--- src/rtl/mult_ctrl_pkg.sv ---
// mult_ctrl_pkg: shared state encoding and sizing for the shift-and-add multiplier.
package mult_ctrl_pkg;
   typedef enum logic [1:0] {S_IDLE = 2'd0, S_RUN = 2'd1, S_DONE = 2'd2} state_t;
   localparam int WIDTH = 16;
   localparam int CNT_W = 5;
   localparam int STEPS = 16;
endpackage

--- src/rtl/Adder_16.sv ---
// Adder_16: 16-bit ripple adder with carry in/out, the multiplier's only arithmetic resource.
module Adder_16 (
   output logic        cout,
   output logic [15:0] ou,
   input  logic [15:0] in0,
   input  logic [15:0] in1,
   input  logic        cin
);
   assign {cout, ou} = {1'b0, in0} + {1'b0, in1} + {16'b0, cin};
endmodule

--- src/rtl/add_shift_mult_ctrl.sv ---
// add_shift_mult_ctrl: 16x16 unsigned shift-and-add multiplier sequenced over one Adder_16.
// Define MULT_EARLY_TERM_EN to finish early once the remaining multiplier bits are zero.
module add_shift_mult_ctrl #(
   parameter int WIDTH = 16,
   parameter int CNT_W = 5
) (
   input  logic               clk,
   input  logic               reset,
   input  logic               start,
   input  logic [WIDTH-1:0]   in0,
   input  logic [WIDTH-1:0]   in1,
   output logic               ready,
   output logic               busy,
   output logic               done,
   output logic [2*WIDTH-1:0] ou
);
   import mult_ctrl_pkg::*;

   if (WIDTH != 16) begin : g_bad_width
      $error("add_shift_mult_ctrl: WIDTH must be 16 to match Adder_16");
   end

   state_t               r_state, w_state_nxt;
   logic [WIDTH-1:0]     r_a, r_hi, r_lo, w_sum;
   logic [CNT_W-1:0]     r_cnt, w_k;
   logic [2*WIDTH-1:0]   r_ou, w_step, w_res;
   logic                 w_cout, w_last;

   Adder_16 u_add (
      .cout(w_cout),
      .ou  (w_sum),
      .in0 (r_hi),
      .in1 (r_lo[0] ? r_a : '0),
      .cin (1'b0)
   );

   // carry re-enters at bit 31, so the 33rd bit never needs storing
   assign w_step = {w_cout, w_sum, r_lo[WIDTH-1:1]};
   assign w_k    = r_cnt + 1'b1;

`ifdef MULT_EARLY_TERM_EN
   assign w_last = WIDTH'(w_step[WIDTH-1:0] << w_k) == '0;
   assign w_res  = w_step >> (CNT_W'(STEPS) - w_k);
`else
   assign w_last = w_k == CNT_W'(STEPS);
   assign w_res  = w_step;
`endif

   assign ou = r_ou;

   always_comb begin
      ready       = r_state == S_IDLE;
      busy        = r_state == S_RUN;
      done        = r_state == S_DONE;
      w_state_nxt = r_state == S_IDLE ? (start ? S_RUN : S_IDLE) :
                    r_state == S_RUN  ? (w_last ? S_DONE : S_RUN) : S_IDLE;
   end

   always_ff @(posedge clk or posedge reset) begin
      if (reset) begin
         r_state <= S_IDLE;
         r_a     <= '0;
         r_hi    <= '0;
         r_lo    <= '0;
         r_cnt   <= '0;
         r_ou    <= '0;
      end else begin
         r_state <= w_state_nxt;
         if (r_state == S_IDLE && start) begin
            r_a   <= in0;
            r_hi  <= '0;
            r_lo  <= in1;
            r_cnt <= '0;
         end else if (r_state == S_RUN) begin
            {r_hi, r_lo} <= w_step;
            r_cnt        <= w_k;
            if (w_last) r_ou <= w_res;
         end
      end
   end
endmodule

--- config.mk ---
export PLATFORM = sky130hd
export DESIGN_NAME = add_shift_mult_ctrl
export DESIGN_NICKNAME = d
export VERILOG_FILES = /design/src/rtl/mult_ctrl_pkg.sv /design/src/rtl/Adder_16.sv /design/src/rtl/add_shift_mult_ctrl.sv
export SDC_FILE = /design/constraint.sdc
export NUM_CORES = 1
export LEC_CHECK = 0
export ABC_AREA = 1
export BUFFER_PORTS_ARGS = -buffer_cell sky130_fd_sc_hd__buf_4
export CELL_PAD_IN_SITES_DETAIL_PLACEMENT = 0
export CELL_PAD_IN_SITES_GLOBAL_PLACEMENT = 2
export CORE_AREA = 4 4 121 123
export CTS_BUF_LIST = sky130_fd_sc_hd__clkbuf_8
export CTS_CLUSTER_DIAMETER = 30
export DETAILED_ROUTE_END_ITERATION = 10
export DIE_AREA = 0 0 125 127
export PLACE_DENSITY = 0.85
export SLEW_MARGIN = 10
export SYNTH_ARGS = -nofsm -noshare
export SYNTH_HDL_FRONTEND = slang
export SYNTH_SLANG_ARGS = --single-unit
export TNS_END_PERCENT = 100
--- constraint.sdc ---
create_clock -name clk -period 3.68 [get_ports clk]
set_clock_uncertainty 0.1 [all_clocks]
set_input_delay 0.368 -clock clk [delete_from_list [all_inputs] [get_ports clk]]
set_output_delay 0.368 -clock clk [all_outputs]
set_load 0.03 [all_outputs]
==> impl_metrics.json <==
{
  "crit_path_end_kind": "output port",
  "drv_cap": 0,
  "worstPathRequired_ns": 3.21,
  "cp_data_arrival_time_ns": 1.92,
  "vias": 3723,
  "yosysMostFrequentCell": "nand2_1",
  "p_per_area_nw_per_um2": 871,
  "path_class": "reg2out",
  "worstMarginPinSlew_ns": 0.763,
  "setup_violations": 0,
  "p_leak_nw": 3.08,
  "yosys_register_bits": 87,
  "final-max-slew-violation-count": 0,
  "run_status": "complete, no violations",
  "synth_nets": 630,
  "yosysWarnings": 0,
  "power_mw": 4.67,
  "rsz0062_at_grt": "false",
  "min_period_over_period_pct": 65.0,
  "ys.flop_type": "dfrtp_1",
  "hold_ws_ns": 0.0715,
  "place.gp.congestion": 0.823,
  "tritoncts": "yes",
  "area_growth_pct": 18.6,
  "clock_latency_ns": 0.38,
  "critPathMaxFanout": 19,
  "post-route-util_pct": 39.2,
  "fp.coreArea_um2": 13700,
  "setup_slack_ns": 1.29,
  "synth.top_cell.area_share_pct": 48.2,
  "rows": 43,
  "ys_seq_area_share_pct": 48.2,
  "yosys-top-cells-count": "277 x nand2_1, 87 x dfrtp_1, 70 x inv_1",
  "diodes": 0,
  "dp_slack_ns": 1.31,
  "clockBufferDepth": 2,
  "dp_hpwl_um": 7900,
  "cts_root_buf": "clkbuf_8",
  "die_y_um": 127,
  "die-area_um2": 15900,
  "cts_buffers": 9,
  "dr.pass1.iters": 4,
  "grt_antenna_before_repair": 0,
  "relSlewSlack_pct": 49.1,
  "fin_nets": 696,
  "period_needed_ns": 2.39,
  "via_per_inst": 4.50,
  "drc": 0,
  "overflow": 0,
  "fin_setup_tns_ns": 0,
  "ys_types": 30,
  "finalWirelength_um": 11200,
  "drt-wirelength-per-cell_um": 13.6,
  "fmax_mhz": 418,
  "start_kind": "flip-flop",
  "synth_area_leaders": "dfrtp_1 48%, nand2_1 23%, inv_1 5.8%",
  "ir_drop_uv": 333,
  "post_cts_buffers": 0,
  "drt-initial-drc-count": 175,
  "syn_inst": 576,
  "synth_area_leader_cell": "dfrtp_1",
  "grt_max_degree": 51,
  "netlist_area_um2": 4520,
  "async_flop_share_pct": 100,
  "clock-sinks": 87,
  "min_path_type": "in2reg",
  "ios": 70,
  "path_clk_slew_ns": 0.10,
  "place.port_buffers": 69,
  "syn_area_per_cell_um2": 7.84,
  "grt_use_total_pct": 15.1,
  "synth-edff-count": 0,
  "grt_pass1_wl_um": 19300,
  "die_x_um": 125,
  "hold_viol": 0,
  "cts_resized": 0,
  "grt_pass1_vias": 3938,
  "cts-htree-levels": 3,
  "start_util_pct": 33.0,
  "drtAntennaViolNets": 0,
  "layout-drive-gt1-share_pct": 15.5
}
-- final timing paths --
kind                                      startpoint  slack [ns]                    to  cells after the start
worst max-delay path            r_state[1]$_DFF_PP0_        1.29                  busy                      4
worst min-delay path                          in0[9]        0.07    r_a[9]$_DFFE_PP0P_                      3
worst max register to register   r_lo[0]$_DFFE_PP0P_        1.32    ou[27]$_DFFE_PP0P_                     12
worst min register to register   r_lo[5]$_DFFE_PP0P_        0.37     ou[4]$_DFFE_PP0P_                      2
max in group asynchronous                      reset        2.25  r_hi[12]$_DFFE_PP0P_                      4
min in group asynchronous                      reset        0.53    ou[15]$_DFFE_PP0P_                      3
-- per-layer routing --
layer,GRT usage (%),up-vias,share of wire [%]
met2,24.1,62,46
met4,4.02,0,0.99
met3,5.23,8,5.2
met5,0,-,0
met1,19.7,1739,48
li1,-,1914,-
-- cell usage in the layout (no fill, tap or decap), drive strengths merged --
cell / Yosys / layout
ha: 18 / 18
o21bai: 1 / 1
nor2: 17 / 17
or2: 1 / 1
o211ai: 2 / 2
dfrtp: 87 / 87
nor3: 1 / 1
inv: 72 / 74
a22o: 6 / 6
fa: 1 / 1
nand3: 27 / 27
clkbuf: 5 / 9
xnor2: 1 / 1
xor2: 9 / 9
clkinv: 1 / 5
o221ai: 14 / 14
a21oi: 12 / 12
and2: 2 / 2
nand2: 281 / 281
dlygate4sd3: 0 / 1
buf: 13 / 72
nand3b: 2 / 2
clkinvlp: 0 / 1
o21ai: 3 / 3
-- area by class of cell --
type / instances / area (um2)
clock buffer: 9 / 124
clock inverter: 7 / 47.5
fill: 1473 / 8310
inverter: 73 / 285
multi-input combinational: 398 / 1930
sequential: 87 / 2180
tap: 180 / 225
timing repair buffer: 73 / 563
-- per-stage QoR --
stage | cells | area, um2
4_1_cts | 827 | 5360
5_1_grt | 827 | 5360
6_report | 827 | 5360
3_3_place_gp | 810 | 5170
2_1_floorplan | 576 | 4520
3_5_place_dp | 810 | 5170
-- power by group --
part           total [mW]  switching, mW  internal [mW]
registers            1.67          0.287           1.38
clock network       0.619          0.372          0.246
logic                2.38           1.51          0.866
-- critical path, cell delays in order, from the launching register on --
cell	delay, ns
dfrtp_1	0.40
inv_1	0.09
nand2_2	0.28
inv_1	0.52
buf_4	0.26
-- state kept, by name, indices dropped and copies added (netlist names) --
name	count
r_hi	16
r_a	16
r_cnt	5
r_lo	16
ou	32
r_state	2
-- cells by family (layout without fill, tap and decap cells) --
family | count (synthesis) | count (layout) | share of synthesized area, %
AOI/OAI and AO/OA | 38 | 38 | 6.07
buffers and inverters | 91 | 162 | 8.98
and+or+nand+nor | 331 | 331 | 29.4
adders and majority gates | 19 | 19 | 5.43
xor gates and xnor gates | 10 | 10 | 1.94
DFF | 87 | 87 | 48.2
-- timing repair --
item | in CTS | in global routing
hold endpoints to repair | 27 | 0
hold buffers | 1 | 0
setup endpoints to repair | 0 | 0
No activity file was read; power rests on OpenSTA's default activity.
